File: src/rtl/dcache_pkg.sv
// Shared types and address helpers for the direct-mapped data-cache controller.
package dcache_pkg;

  localparam int unsigned CPU_ADDR_W = 32;
  localparam int unsigned CPU_DATA_W = 32;

  typedef enum logic [2:0] {
    IDLE,
    LOOKUP,
    WR_MEM,
    RF_REQ,
    RF_DATA,
    RESP
  } dcache_state_e;

  typedef struct packed {
    logic                  we;
    logic [CPU_ADDR_W-1:0] addr;
    logic [CPU_DATA_W-1:0] wdata;
  } cpu_req_t;

  function automatic int unsigned wo_w(input int unsigned words_per_line);
    return $clog2(words_per_line);
  endfunction

  function automatic int unsigned idx_w(input int unsigned num_lines);
    return $clog2(num_lines);
  endfunction

  function automatic int unsigned tag_w(input int unsigned addr_w,
                                        input int unsigned num_lines,
                                        input int unsigned words_per_line);
    return addr_w - 2 - wo_w(words_per_line) - idx_w(num_lines);
  endfunction

  // Field extractors return right-justified fields; callers truncate to width.
  function automatic logic [CPU_ADDR_W-1:0] addr_word(input logic [CPU_ADDR_W-1:0] addr,
                                                      input int unsigned           wo_bits);
    return (addr >> 2) & ((CPU_ADDR_W'(1) << wo_bits) - CPU_ADDR_W'(1));
  endfunction

  function automatic logic [CPU_ADDR_W-1:0] addr_index(input logic [CPU_ADDR_W-1:0] addr,
                                                       input int unsigned           wo_bits,
                                                       input int unsigned           idx_bits);
    return (addr >> (2 + wo_bits)) & ((CPU_ADDR_W'(1) << idx_bits) - CPU_ADDR_W'(1));
  endfunction

  function automatic logic [CPU_ADDR_W-1:0] addr_tag(input logic [CPU_ADDR_W-1:0] addr,
                                                     input int unsigned           wo_bits,
                                                     input int unsigned           idx_bits);
    return addr >> (2 + wo_bits + idx_bits);
  endfunction

endpackage

File: src/rtl/dcache_ctrl.sv
// Direct-mapped, write-through, read-allocate data-cache controller.
// Drives external data/tag arrays (1-cycle synchronous read) and a memory bus.
module dcache_ctrl
  import dcache_pkg::*;
#(
  parameter int unsigned ADDR_W         = CPU_ADDR_W,
  parameter int unsigned DATA_W         = CPU_DATA_W,
  parameter int unsigned NUM_LINES      = 64,
  parameter int unsigned WORDS_PER_LINE = 4,
  localparam int unsigned WO_W          = wo_w(WORDS_PER_LINE),
  localparam int unsigned IDX_W         = idx_w(NUM_LINES),
  localparam int unsigned TAG_W         = tag_w(ADDR_W, NUM_LINES, WORDS_PER_LINE),
  localparam int unsigned DMEM_AW       = IDX_W + WO_W + 1,
  localparam int unsigned TMEM_AW       = IDX_W + 1
) (
  input  logic               clk_i,
  input  logic               rst_ni,
  input  logic               flush_i,
  input  logic               cpu_req_valid_i,
  output logic               cpu_req_ready_o,
  input  logic               cpu_req_we_i,
  input  logic [ADDR_W-1:0]  cpu_req_addr_i,
  input  logic [DATA_W-1:0]  cpu_req_wdata_i,
  output logic               cpu_rsp_valid_o,
  output logic [DATA_W-1:0]  cpu_rsp_rdata_o,
  output logic               mem_req_valid_o,
  input  logic               mem_req_ready_i,
  output logic               mem_req_we_o,
  output logic [ADDR_W-1:0]  mem_req_addr_o,
  output logic [DATA_W-1:0]  mem_req_wdata_o,
  input  logic               mem_rsp_valid_i,
  input  logic [DATA_W-1:0]  mem_rsp_rdata_i,
  output logic               dmem_ceb_o,
  output logic               dmem_ren_o,
  output logic               dmem_wen_o,
  output logic [DMEM_AW-1:0] dmem_addr_o,
  output logic [DATA_W-1:0]  dmem_wdata_o,
  input  logic [DATA_W-1:0]  dmem_rdata_i,
  output logic               tmem_ceb_o,
  output logic               tmem_ren_o,
  output logic               tmem_wen_o,
  output logic [TMEM_AW-1:0] tmem_addr_o,
  output logic [TAG_W-1:0]   tmem_wdata_o,
  input  logic [TAG_W-1:0]   tmem_rdata_i
);

  dcache_state_e        state_q;
  logic                 init_q;
  logic [NUM_LINES-1:0] valid_q;
  logic [WO_W-1:0]      beat_q;
  cpu_req_t             req_q;
  logic [DATA_W-1:0]    rsp_q;

  logic [IDX_W-1:0]     in_idx, idx_q;
  logic [WO_W-1:0]      in_word, word_q;
  logic [TAG_W-1:0]     tag_q;
  logic                 accept, hit, last_beat;

  assign in_idx  = IDX_W'(addr_index(cpu_req_addr_i, WO_W, IDX_W));
  assign in_word = WO_W'(addr_word(cpu_req_addr_i, WO_W));
  assign idx_q   = IDX_W'(addr_index(req_q.addr, WO_W, IDX_W));
  assign word_q  = WO_W'(addr_word(req_q.addr, WO_W));
  assign tag_q   = TAG_W'(addr_tag(req_q.addr, WO_W, IDX_W));

  assign cpu_req_ready_o = init_q & (state_q == IDLE) & ~flush_i;
  assign accept          = cpu_req_valid_i & cpu_req_ready_o;
  assign hit             = valid_q[idx_q] & (tmem_rdata_i == tag_q);
  assign last_beat       = (beat_q == '1);

  // Controller state, valid bits, latched request and refill capture.
  always_ff @(posedge clk_i or negedge rst_ni) begin
    if (!rst_ni) begin
      state_q <= IDLE;
      init_q  <= 1'b0;
      valid_q <= '0;
      beat_q  <= '0;
      req_q   <= '0;
      rsp_q   <= '0;
    end else begin
      init_q <= 1'b1;
      unique case (state_q)
        IDLE: begin
          if (flush_i) begin
            valid_q <= '0;
          end else if (accept) begin
            req_q   <= '{we: cpu_req_we_i, addr: cpu_req_addr_i, wdata: cpu_req_wdata_i};
            state_q <= LOOKUP;
          end
        end
        LOOKUP: begin
          if (req_q.we)  state_q <= WR_MEM;
          else if (hit)  state_q <= IDLE;
          else           state_q <= RF_REQ;
        end
        WR_MEM: begin
          if (mem_req_ready_i) state_q <= IDLE;
        end
        RF_REQ: begin
          if (mem_req_ready_i) begin
            beat_q  <= '0;
            state_q <= RF_DATA;
          end
        end
        RF_DATA: begin
          if (mem_rsp_valid_i) begin
            beat_q <= beat_q + 1'b1;
            if (beat_q == word_q) rsp_q <= mem_rsp_rdata_i;
            if (last_beat) begin
              valid_q[idx_q] <= 1'b1;
              state_q        <= RESP;
            end
          end
        end
        RESP: state_q <= IDLE;
        default: state_q <= IDLE;
      endcase
    end
  end

  // Per-state decode of CPU response, memory bus and array port controls.
  always_comb begin
    cpu_rsp_valid_o = 1'b0;
    cpu_rsp_rdata_o = '0;
    mem_req_valid_o = 1'b0;
    mem_req_we_o    = 1'b0;
    mem_req_addr_o  = '0;
    mem_req_wdata_o = '0;
    dmem_ren_o      = 1'b0;
    dmem_wen_o      = 1'b0;
    dmem_addr_o     = '0;
    dmem_wdata_o    = '0;
    tmem_ren_o      = 1'b0;
    tmem_wen_o      = 1'b0;
    tmem_addr_o     = '0;
    tmem_wdata_o    = '0;
    unique case (state_q)
      IDLE: begin
        if (accept) begin
          dmem_ren_o  = 1'b1;
          dmem_addr_o = {1'b0, in_idx, in_word};
          tmem_ren_o  = 1'b1;
          tmem_addr_o = {1'b0, in_idx};
        end
      end
      LOOKUP: begin
        if (req_q.we) begin
          if (hit) begin
            dmem_wen_o   = 1'b1;
            dmem_addr_o  = {1'b0, idx_q, word_q};
            dmem_wdata_o = req_q.wdata;
          end
        end else if (hit) begin
          cpu_rsp_valid_o = 1'b1;
          cpu_rsp_rdata_o = dmem_rdata_i;
        end
      end
      WR_MEM: begin
        mem_req_valid_o = 1'b1;
        mem_req_we_o    = 1'b1;
        mem_req_addr_o  = req_q.addr;
        mem_req_wdata_o = req_q.wdata;
        cpu_rsp_valid_o = mem_req_ready_i;
      end
      RF_REQ: begin
        mem_req_valid_o = 1'b1;
        mem_req_addr_o  = {tag_q, idx_q, {WO_W{1'b0}}, 2'b00};
      end
      RF_DATA: begin
        if (mem_rsp_valid_i) begin
          dmem_wen_o   = 1'b1;
          dmem_addr_o  = {1'b0, idx_q, beat_q};
          dmem_wdata_o = mem_rsp_rdata_i;
          if (last_beat) begin
            tmem_wen_o   = 1'b1;
            tmem_addr_o  = {1'b0, idx_q};
            tmem_wdata_o = tag_q;
          end
        end
      end
      RESP: begin
        cpu_rsp_valid_o = 1'b1;
        cpu_rsp_rdata_o = rsp_q;
      end
      default: ;
    endcase
  end

  assign dmem_ceb_o = dmem_ren_o | dmem_wen_o;
  assign tmem_ceb_o = tmem_ren_o | tmem_wen_o;

endmodule
File: config.mk
export PLATFORM = sky130hd
export DESIGN_NAME = dcache_ctrl
export DESIGN_NICKNAME = d
export VERILOG_FILES = /design/src/rtl/dcache_pkg.sv /design/src/rtl/dcache_ctrl.sv
export SDC_FILE = /design/constraint.sdc
export NUM_CORES = 1
export LEC_CHECK = 0
export ABC_CLOCK_PERIOD_IN_PS = 2800
export CAP_MARGIN = 20
export CELL_PAD_IN_SITES_DETAIL_PLACEMENT = 1
export CELL_PAD_IN_SITES_GLOBAL_PLACEMENT = 1
export CORE_MARGIN = 2
export CORE_UTILIZATION = 32
export DETAILED_ROUTE_END_ITERATION = 7
export GPL_ROUTABILITY_DRIVEN = 0
export GPL_TIMING_DRIVEN = 0
export PLACE_DENSITY_LB_ADDON = 0.12
export REMOVE_ABC_BUFFERS = 1
export SYNTH_ARGS = -nofsm -noshare
export SYNTH_HDL_FRONTEND = slang
export SYNTH_SLANG_ARGS = --single-unit
File: constraint.sdc
create_clock -name clk_i -period 2.8 [get_ports clk_i]
set_input_delay 0.56 -clock clk_i [delete_from_list [all_inputs] [get_ports clk_i]]
set_output_delay 0.56 -clock clk_i [all_outputs]
set_load 0.01 [all_outputs]
Yosys cells after proc, flatten, opt, wreduce, memory -nomap -nowiden
Index checks and enable logic that the tools add are counted.

operators by class
  $add $sub $neg = 1
  $lt $le $gt $ge = 2
  equality and inequality tests = 15
  mux-type cells = 54
  bitwise operators = 8
  reductions and logical operators = 10

operator list
  kind                                                                   count
  32-bit 2-to-1 mux                                                      6
  64-bit 2-to-1 mux                                                      3
  32-bit one-hot mux with 2 select lines                                 3
  64-bit one-hot mux with 2 select lines                                 1
  22-bit 2-to-1 mux                                                      3
  64-bit bitwise OR                                                      1
  8-bit 2-to-1 mux                                                       4
  8-bit one-hot mux with 3 select lines                                  1
  22-bit == test                                                         1
  3-bit 2-to-1 mux                                                       6
  6-bit 2-to-1 mux                                                       3
  3-bit one-hot mux with 5 select lines                                  1
  2-bit != test, second input constant                                   7
  1-bit 2-to-1 mux                                                       13
  6-bit one-hot mux with 2 select lines                                  1
  3-bit AND reduction                                                    3
  2-bit 2-to-1 mux                                                       4
  6-bit by 7-bit < comparator with 1-bit output, second input constant   1
  1-bit binary-select mux with 6-bit select                              1
  1-bit demux with 6-bit select                                          1
  3-bit by 2-bit == test with 1-bit output, second input constant        2
  3-bit == test, second input constant                                   2
  6-bit by 1-bit >= comparator with 1-bit output, second input constant  1
  6-bit AND reduction                                                    1
  other kinds (15)                                                       20

storage, ports and cells
  register bits = 167
  output and inout bits = 176

Longest topological paths before layout
Gate-level depths: netlist of run 1.

  depth after elaboration = 8
  mapped depth = 11
  depth with buffers taken out = 7

Worst setup path after synthesis of run 1
OpenSTA, ideal clock, no wires.

  path type = reg-to-output
  from = register req_q, in the netlist idx_q[0]
  to = output dmem_addr_o[2]
  data arrival time = 2.192 ns
  setup slack = 0.048 ns
  stages on the path, launching flop included = 10
  buffers on the path = 3
  path through = dfrtp_1 -> buf_4 -> mux2i_1 -> mux4_2 -> or4_1 -> nand4_1 -> o21ai_2 -> buf_6 -> buf_2 -> o21ai_1

between the ends
  cells in the longest elaborated chain, start to end = 6
  elaborated cells on any way between the ends = 7
  those cells by class = mux (6); bitwise (1)

ends and longest elaborated chain
  what                                       RTL line            RTL
  start, declared                            dcache_ctrl.sv:51   cpu_req_t req_q;
  start signal, assigned                     dcache_ctrl.sv:86   req_q <= '{we: cpu_req_we_i, addr: cpu_req_addr_i, wdata: cpu_req_wdata_i};
  1-bit binary-select mux with 6-bit select  dcache_ctrl.sv:67   assign hit = valid_q[idx_q] & (tmem_rdata_i == tag_q);
  1-bit 2-to-1 mux (not written as such)     dcache_ctrl.sv:67
  1-bit AND                                  dcache_ctrl.sv:67
  8-bit 2-to-1 mux                           dcache_ctrl.sv:147  if (hit) begin
  8-bit 2-to-1 mux                           dcache_ctrl.sv:146  if (req_q.we) begin
  8-bit one-hot mux with 3 select lines *    dcache_ctrl.sv:136  unique case (state_q)
  end, declared                              dcache_ctrl.sv:36   output logic [DMEM_AW-1:0] dmem_addr_o,

Mark *: on every way between the ends. The rest lies on a longest branch, timed or not. The select of a mux whose other input is x is not followed.

Final worst setup path of run 1
  from = register req_q, in the netlist idx_q[0]
  to = output dmem_wdata_o[31]

between the ends
  cells in the longest elaborated chain, start to end = 6

ends and longest elaborated chain
  what                                       RTL line            RTL
  1-bit binary-select mux with 6-bit select  dcache_ctrl.sv:67
  1-bit 2-to-1 mux (not written as such)     dcache_ctrl.sv:67
  1-bit AND                                  dcache_ctrl.sv:67
  32-bit 2-to-1 mux                          dcache_ctrl.sv:147
  32-bit 2-to-1 mux                          dcache_ctrl.sv:146
  32-bit one-hot mux with 2 select lines     dcache_ctrl.sv:136
  end, declared                              dcache_ctrl.sv:37   output logic [DATA_W-1:0] dmem_wdata_o,

Every way passes these cells. The select of a mux whose other input is x is not followed.

==> results of run 1 <==
-- final timing paths --
kind | end | slack (ns)
setup / recovery | dmem_wdata_o[31] | -0.95
min in group clk_i | req_q[32] | 0.48
hold / removal | req_q[50] | 0.10
max in group asynchronous | state_q[1] | 1.79
hold reg to reg | req_q[32] | 0.48
setup reg to reg | state_q[0] | -0.11
-- cell type report --
class | count | area (um^2) | area share, %
Antenna cell | 9 | 22.52 | 0.1589
Tap cell | 341 | 426.7 | 3.011
Clock buffer | 18 | 439.2 | 3.099
Inverter | 6 | 50.05 | 0.3532
Clock inverter | 14 | 128.9 | 0.9094
Sequential cell | 167 | 4189 | 29.56
Timing Repair inverter | 5 | 40.04 | 0.2825
Timing Repair Buffer | 411 | 4024 | 28.39
Multi-Input combinational cell | 822 | 4851 | 34.23
-- cells by family (layout without fill, tap and decap cells) --
family | Yosys count | after routing
xor gates and xnor gates | 24 | 24
other | 2 | 12
buffers and inverters | 89 | 454
muxes | 65 | 65
AOI/OAI and AO/OA | 172 | 172
and+or+nand+nor | 554 | 557
DFF | 167 | 167
adders and majority gates | 1 | 1
-- power groups by stage --
stage | registers, mW | logic [mW] | clock network (mW)
finish | 3.73 | 4.48 | 2.39
global route | 3.82 | 4.81 | 2.54
CTS | 3.69 | 4.37 | 2.43
detailed placement | 3.78 | 3.72 | 0
global placement | 3.79 | 3.52 | 0
floorplan | 3.57 | 1.88 | 0
-- critical path: stages (launching register included) --
cell	delay [ns]
dfrtp_4	0.50
buf_6	0.15
mux2i_1	0.13
mux4_2	0.50
or4_4	0.43
nand4_1	0.21
o21ai_4	0.13
buf_12	0.20
buf_12	0.13
buf_4	0.13
o21ai_2	0.12
buf_6	0.13
-- placed cells by master, fill, tap and decap left out, drive strengths merged, types with 2 or more instances in the layout --
master / netlist / layout
mux2i: 32 / 32
xor2: 20 / 20
nor3: 8 / 8
o211ai: 2 / 2
dlygate4sd2: 0 / 12
a211oi: 2 / 2
a21oi: 66 / 66
clkdlybuf4s50: 0 / 184
nand4: 4 / 4
buf: 19 / 162
inv: 5 / 20
conb: 2 / 3
o21ai: 75 / 75
and2: 69 / 69
nor4: 6 / 6
nand3: 8 / 8
nand2: 350 / 352
nor2b: 5 / 5
diode: 0 / 9
and3: 24 / 24
dlymetal6s2s: 0 / 29
clkbuf: 64 / 41
clkinvlp: 0 / 4
a2111oi: 3 / 3
xnor2: 4 / 4
nor2: 75 / 76
o31ai: 3 / 3
a22oi: 16 / 16
dfrtp: 167 / 167
mux2: 32 / 32
-- routing by layer --
layer	GRT usage [%]	vias up	wire [um]
met5	0	-	12
met4	12.41	2	1603
met3	6.977	83	2605
met2	46.62	277	20180
met1	33.13	4529	16730
li1	-	4259	-
-- flip-flops by register name (all words and copies together) (netlist names) --
signal	count
state_q	3
init_q	1
idx_q	6
rsp_q	32
beat_q	2
valid_q	64
req_q	59
-- repair_timing --
item / 4_1_cts / 5_1_grt
setup endpoints to repair: 223 / 110
gates cloned: 13 / 2
gates resized for setup: 499 / 181
setup buffers: 46 / 11
pin swaps: 31 / 16
==> impl_metrics.ini, run 1 <==
[clock_network]
clock-root-buffer = clkbuf_16
ctsHoldBuffers = 0
htreeDepth = 4
cts.sinks = 167
clk_pin_slew_ns = 0.07
worstSkewPairLatency_ns = 0.44
cts_tree = yes
clockBufferDepth = 2
cts_buffers = 17

[global_routing]
grtUsageTotal_pct = 27.59
grt_max_degree = 87
grt_overflow = 0
grt_pass1_wl_um = 59460
antenna_found_initial = 11
grt_pass1_vias = 9329

[cells_and_area]
fin_cells = 1793
nets = 1588
final_core_util_pct = 52.44
syn2layout_area_growth_pct = 60.58
drive_gt1_share_pct = 24.67
postLayoutCellArea_um2 = 14170
fillers = 3147

[sta]
hold_viol = 0
worst_pin_slew_ns = 0.9703
tns_ns = -66.12
slew_violations = 0
max_slew_margin_pct = 35.18
min_period_ns = 3.753
rsz0062_at_grt = true
fin_skew_ns = 0.009650
period_share_pct = 134.0
fmax_ghz = 0.2665
worst_slack_ns = -0.9529
setup_viol = 76
hold-worst-slack_ns = 0.1010

[logic_synthesis]
synthSimpleGateAreaFrac_pct = 27.09
ys_seq_area_share_pct = 47.36
synth_top_cell_by_area = dfrtp_1
synth-main-ff-cell = dfrtp_1
synth_adder_area_share_pct = 0.1418
ys_ff_latch = 167
synth_top_area_share_pct = 47.36
synth_top_family_by_area = simple AND/OR/NAND/NOR gates
yosysUniqueCellTypes = 44
synth_mux_area_share_pct = 7.968
syn_avg_cell_area_um2 = 8.217
synthArstFlopShare_pct = 100.0
yosysMostFrequentCell = nand2_1
syn_area_um2 = 8825
synth_xor_area_share_pct = 2.382
yosysWarnings = 0
synth_common_cells = 350 x nand2_1, 167 x dfrtp_1, 75 x nor2_1, 69 x and2_1, 66 x a21oi_1
synth_compound_area_share_pct = 10.83
netlist_top_cells_area = dfrtp_1 47%, nand2_1 15%, and2_1 4.9%
synth_edf_count = 0
syn_inst = 1074

[flow_run]
drv_cap = 0

[route]
drcViolationCount = 0
wire_per_inst_um = 22.94
vias = 9150
ant_nets = 0
drtIter0Drc = 566
wl_um = 41130
viasPerCell = 5.103
drtPass1Iterations = 4

[floorplanning]
die_area_um2 = 28920
core-area_um2 = 27030
die_w_um = 170.1
row_count = 60
io_pins = 333
initial_utilization_pct = 32.65
die_h_um = 170.1

[placed_design]
placed_cells = 1681
dp_hpwl_um = 25820
portBuffers = 330
pre_cts_slack_ns = -2.017
placed_area_um2 = 12550

[setup_path]
crit_fanout = 8
arrival_ns = 3.19
critPathLaunchType = register
crit_start = idx_q[0]
reg2reg_depth = 10
critPathRequiredTime_ns = 2.24
cp-end-kind = output pin
r2r_start = idx_q[0]
crit_type = reg -> out

[power_and_ir_drop]
sequentialPowerShare_pct = 35.2
combPwrFrac_pct = 42.3
switching_share_pct = 41.31
vdd_drop_max_uv = 434.5
p_leak_nw = 7.083
internal-power_mw = 6.223
finalPower_mw = 10.60
power-per-cell-area_nw_per_um2 = 748.2
p_clk_share_pct = 22.6
power.switching_mw = 4.380

[hold_path]
hold_class = in -> async

[status]
status = finished, violations left
failed_checks = setup timing
(Power assumes the default switching activity.)
==> inputs of run 2 (changes only) <==
--- a/config.mk
+++ b/config.mk
@@ -11,3 +11,3 @@
 export CELL_PAD_IN_SITES_GLOBAL_PLACEMENT = 1
-export CORE_MARGIN = 2
+export CORE_MARGIN = 3
 export CORE_UTILIZATION = 32
==> constraint.sdc (replaced) <==
create_clock -name clk_i -period 2.8 [get_ports clk_i]
set_input_delay 0.28 -clock clk_i [delete_from_list [all_inputs] [get_ports clk_i]]
set_output_delay 0.28 -clock clk_i [all_outputs]
set_load 0.01 [all_outputs]
==> impl_metrics.ini, run 2 (synthesis gave the netlist of run 1 again) <==
[route]
viasPerCell = 5.182
wl_um = 41540
wire_per_inst_um = 23.42
drtIter0Drc = 502
drcViolationCount = 0
drtPass1Iterations = 4
ant_nets = 0
vias = 9193

[flow_run]
drv_cap = 0

[floorplanning]
die_h_um = 172.1
io_pins = 333
row_count = 60
die_w_um = 172.1
core-area_um2 = 27030
die_area_um2 = 29610
initial_utilization_pct = 32.65

[clock_network]
clockBufferDepth = 2
clock-root-buffer = clkbuf_16
cts_tree = yes
cts_buffers = 17
worstSkewPairLatency_ns = 0.44
cts.sinks = 167
clk_pin_slew_ns = 0.07
htreeDepth = 4

[setup_path]
arrival_ns = 3.12
critPathLaunchType = register
worstPathCellList = buf_12 -> mux2i_1 -> mux4_2 -> or4_4 -> nand4_1 -> buf_6 -> o21ai_4 -> buf_6 -> o31ai_4 -> buf_6
critPathRequiredTime_ns = 2.52
cp_slowest_cell = dfrtp_4
cp-end-kind = output pin
crit_type = reg -> out
path_common_cell = buf_6
crit_fanout = 9
slowest_delay_ns = 0.50

[cells_and_area]
nets = 1575
mostFrequentLayoutCells = 347 x nand2_1, 239 x clkdlybuf4s50_1, 161 x dfrtp_1
largest_reg_flops = 64
multi_input_area_um2 = 4817
regMostFlops = valid_q
fillers = 3082
drive_gt1_share_pct = 20.84
top_regs = valid_q: 64 flops, req_q: 59 flops, rsp_q: 32 flops
syn2layout_area_growth_pct = 59.17
final_core_util_pct = 51.97
layout_commonest_cell = nand2_1
final-seq-area_um2 = 4189

[sta]
fmax_ghz = 0.2942
worst_slack_ns = -0.5995
fin_skew_ns = 0.01597
min_period_ns = 3.400
hold_viol = 0
period_share_pct = 121.4
rsz0062_at_grt = true
max_slew_margin_pct = 32.80
setup_viol = 76
worst_pin_slew_ns = 1.006
slew_violations = 0

[global_routing]
grtUsageTotal_pct = 26.50
grt_max_degree = 101
grt_pass1_wl_um = 58730
gr-max-usage-layer = met2
met3_usage_pct = 6.036
grt.met1_usage_pct = 32.31
grt_pass1_vias = 9140
grt_overflow = 0
antenna_found_initial = 2
grtUsageMet2_pct = 46.06

[power_and_ir_drop]
p_leak_nw = 6.639
power-per-cell-area_nw_per_um2 = 751.0
finalPower_mw = 10.55
vdd_drop_max_uv = 381.3

[status]
status = finished, violations left
failed_checks = setup timing

[placed_design]
portBuffers = 330
dp_hpwl_um = 26340

[hold_path]
hold_class = in -> reg
run 2: changes by cell type in the layout (fill, tap and decap cells not counted), moves of 4 or more:
| cell | before | now |
|---|---|---|
| buf_6 | 50 | 29 |
| diode_2 | 9 | 3 |
| clkbuf_2 | 22 | 0 |
| nand2_1 | 341 | 347 |
| buf_12 | 15 | 10 |
| o21ai_1 | 15 | 23 |
| clkinv_4 | 0 | 4 |
| o21ai_2 | 44 | 35 |
| inv_6 | 11 | 6 |
| buf_4 | 35 | 39 |
| dlygate4sd2_1 | 12 | 0 |
| dlymetal6s2s_1 | 29 | 15 |
| clkdlybuf4s50_1 | 184 | 239 |
run 2: what timing repair did:
action / 4_1_cts / 5_1_grt
buffers inserted: 32 / 10
hold buffers: 1 / 0
gates cloned: 9 / 6
setup endpoints to repair: 213 / 100
gates resized for setup: 420 / 107
pin swaps: 19 / 11
endpoints found under the hold margin: 67 / 0
run 2: cell type report:
type,instances,share of cell area (%)
Tap cell,341,3.038
Antenna cell,3,0.05345
Multi-Input combinational cell,824,34.30
Sequential cell,167,29.82
Inverter,6,0.3385
Clock inverter,15,1.122
Clock buffer,17,3.029
Timing Repair inverter,3,0.1782
Timing Repair Buffer,398,28.12
run 2: power by group:
| part | switching, mW | internal (mW) |
|---|---|---|
| Clock | 1.18 | 1.20 |
| Combinational | 2.46 | 2.00 |
| Sequential | 0.680 | 3.03 |
| Total | 4.32 | 6.23 |
run 2: path summary, 6_finish.rpt:
check / cells past startpoint / startpoint / slack, ns / to
min reg2reg: 2 / req_q[33] / 0.48 / req_q[33]
min in group asynchronous: 2 / rst_ni / 0.39 / rsp_q[2]
max: 10 / idx_q[0] / -0.60 / cpu_rsp_valid_o
max reg2reg: 10 / idx_q[0] / -0.06 / state_q[0]
min: 3 / cpu_req_wdata_i[16] / 0.37 / req_q[16]
max in group asynchronous: 3 / rst_ni / 1.44 / idx_q[1]
run 2: routing by layer:
| metal | routed length [um] | share of wire [%] | up-vias |
|---|---|---|---|
| met5 | 0 | 0 | - |
| met4 | 1084 | 2.6 | 0 |
| met3 | 2441 | 5.9 | 54 |
| met2 | 21060 | 51 | 253 |
| met1 | 16950 | 41 | 4646 |
| li1 | - | - | 4240 |
run 2: worst max-delay path, delay by kind of cell, from the launching register on:
family,cells,cell delay [ns]
AOI/OAI and AO/OA,2,0.30
DFF,1,0.50
and+or+nand+nor,2,0.62
buffers and inverters,4,0.63
muxes,2,0.62
run 2: per-stage QoR:
step | hold slack (ns) | instance area [um^2] | std cells | setup TNS, ns | setup WS, ns
2_1_floorplan | -0.01559 | 8486 | 992 | -514.03 | -3.578
3_5_place_dp | 0.2853 | 12560 | 1681 | -123.17 | -1.452
6_report | 0.3666 | 14050 | 1774 | -39.05 | -0.5995
5_1_grt | 0.3743 | 14040 | 1773 | -44.73 | -0.6596
3_3_place_gp | 0.4537 | 12220 | 1663 | -2737.61 | -10.27
4_1_cts | 0.3510 | 13410 | 1755 | -41.32 | -0.6765
==> inputs of run 3 (changes only) <==
==> constraint.sdc (replaced) <==
create_clock -name clk_i -period 2.8 [get_ports clk_i]
set_input_delay 0.56 -clock clk_i [delete_from_list [all_inputs] [get_ports clk_i]]
set_output_delay 0.56 -clock clk_i [all_outputs]
set_load 0.01 [all_outputs]
==> impl_metrics.ini, run 3 (synthesis gave the netlist of run 1 again) <==
[power_and_ir_drop]
internal-power_mw = 6.260
power.switching_mw = 4.431
p_clk_share_pct = 22.3
sequentialPowerShare_pct = 34.9
power-per-cell-area_nw_per_um2 = 757.7
finalPower_mw = 10.69
switching_share_pct = 41.45
combPwrFrac_pct = 42.8
p_leak_nw = 6.645
vdd_drop_max_uv = 396.9

[cells_and_area]
regMostFlops = valid_q
layout_commonest_cell = nand2_1
mostFrequentLayoutCells = 346 x nand2_1, 206 x clkdlybuf4s50_1, 161 x dfrtp_1
syn2layout_area_growth_pct = 59.89
fin_cells = 1784
largest_reg_flops = 64
nets = 1585
final_core_util_pct = 52.21
top_regs = valid_q: 64 flops, req_q: 59 flops, rsp_q: 32 flops
drive_gt1_share_pct = 22.15

[clock_network]
clock-root-buffer = clkbuf_16
cts.sinks = 167
ctsHoldBuffers = 0
clk_pin_slew_ns = 0.08
clockBufferDepth = 2
cts_tree = yes
worstSkewPairLatency_ns = 0.45
htreeDepth = 4
cts_buffers = 17

[global_routing]
grt_pass1_vias = 9246
grt_pass1_wl_um = 59300
grtUsageTotal_pct = 26.75
grt_overflow = 0
antenna_found_initial = 3
grt_max_degree = 101

[sta]
rsz0062_at_grt = true
worst_pin_slew_ns = 1.035
max_slew_margin_pct = 30.85
hold-worst-slack_ns = 0.05405
hold_viol = 0
setup_viol = 76
min_period_ns = 3.740
fin_skew_ns = 0.01749
fmax_ghz = 0.2674
period_share_pct = 133.6
worst_slack_ns = -0.9400
slew_violations = 0

[route]
drcViolationCount = 0
wl_um = 42280
wire_per_inst_um = 23.70
drtIter0Drc = 499
viasPerCell = 5.201
ant_nets = 0
drtPass1Iterations = 5
vias = 9278

[setup_path]
critPathRequiredTime_ns = 2.24
path_common_cell = buf_6
cp_top_family = buffers and inverters
slowest_delay_ns = 0.50
critPathLaunchType = register
cp_num_buf_inv = 4
regToRegSetupSlack_ns = -0.05
crit_type = reg -> out
cp-end-kind = output pin
worstPathCellList = buf_12 -> mux2i_1 -> mux4_2 -> or4_4 -> nand4_1 -> buf_6 -> o21ai_4 -> buf_6 -> o31ai_4 -> buf_6
arrival_ns = 3.18
crit_fanout = 9
cp_slowest_cell = dfrtp_4

[floorplanning]
row_count = 60
initial_utilization_pct = 32.65
core-area_um2 = 27030
die_h_um = 172.1
io_pins = 333
die_area_um2 = 29610
die_w_um = 172.1

[hold_path]
hold_class = in -> async

[placed_design]
portBuffers = 330
placed_cells = 1681
dp_hpwl_um = 26340

[status]
status = finished, violations left
failed_checks = setup timing

[flow_run]
drv_cap = 0
[run 3: cell count changes in the layout (fill, tap and decap cells not counted), moves of 5 or more]
cell             before  now
buf_4                39   44
clkdlybuf4s15_1       0   12
clkdlybuf4s50_1     239  206
dlygate4sd2_1         0   27
dlymetal6s2s_1       15    3
[run 3: final cells by class]
class,count,area (um^2)
tap,341,426.7
inverter,6,50.05
multi-input combinational,824,4858
antenna,3,7.507
fill,3082,12920
timing repair inverter,3,25.02
sequential,167,4189
timing repair buffer,408,3970
clock inverter,15,157.7
clock buffer,17,425.4
[run 3: metrics by stage]
stage	cell area, um^2	setup slack (ns)	TNS (ns)
after global routing	14110	-0.9870	-65.91
after floorplan	8486	-3.673	-556.93
after CTS	13440	-0.9565	-62.32
final	14110	-0.9400	-60.69
after global placement	12220	-10.73	-2891.05
after detailed placement	12560	-2.012	-223.58
[run 3: per-layer routing]
metal  wire length (um)  up-vias  GRT usage (%)
met5                 13        -              0
met4               1064        2          7.983
met3               2456       58          5.670
met2              21560      258          47.57
met1              17180     4700          32.65
li1                   -     4260              -
[run 3: repair_timing]
action	4_1_cts	5_1_grt
resized for setup	495	107
pin swaps	19	15
endpoints found under the setup margin	219	111
hold endpoints to repair	0	0
setup buffers	38	15
cloned	9	6
[run 3: final timing paths]
kind	start	end	depth (start not counted)
worst max-delay path	idx_q[0]	cpu_rsp_valid_o	10
worst min-delay path	rst_ni	rsp_q[2]	1
worst max register to register	idx_q[0]	state_q[0]	10
worst min register to register	req_q[33]	req_q[33]	2
max in group asynchronous	rst_ni	idx_q[1]	2
min in group clk_i	req_q[33]	req_q[33]	2
[run 3: power groups by stage]
stage	combinational [mW]	sequential, mW	clock [mW]
6_report	4.58	3.73	2.39
5_1_grt	4.92	3.82	2.51
4_1_cts	4.35	3.70	2.43
3_5_place_dp	3.74	3.76	0
3_3_place_gp	3.52	3.78	0
2_1_floorplan	1.88	3.57	0
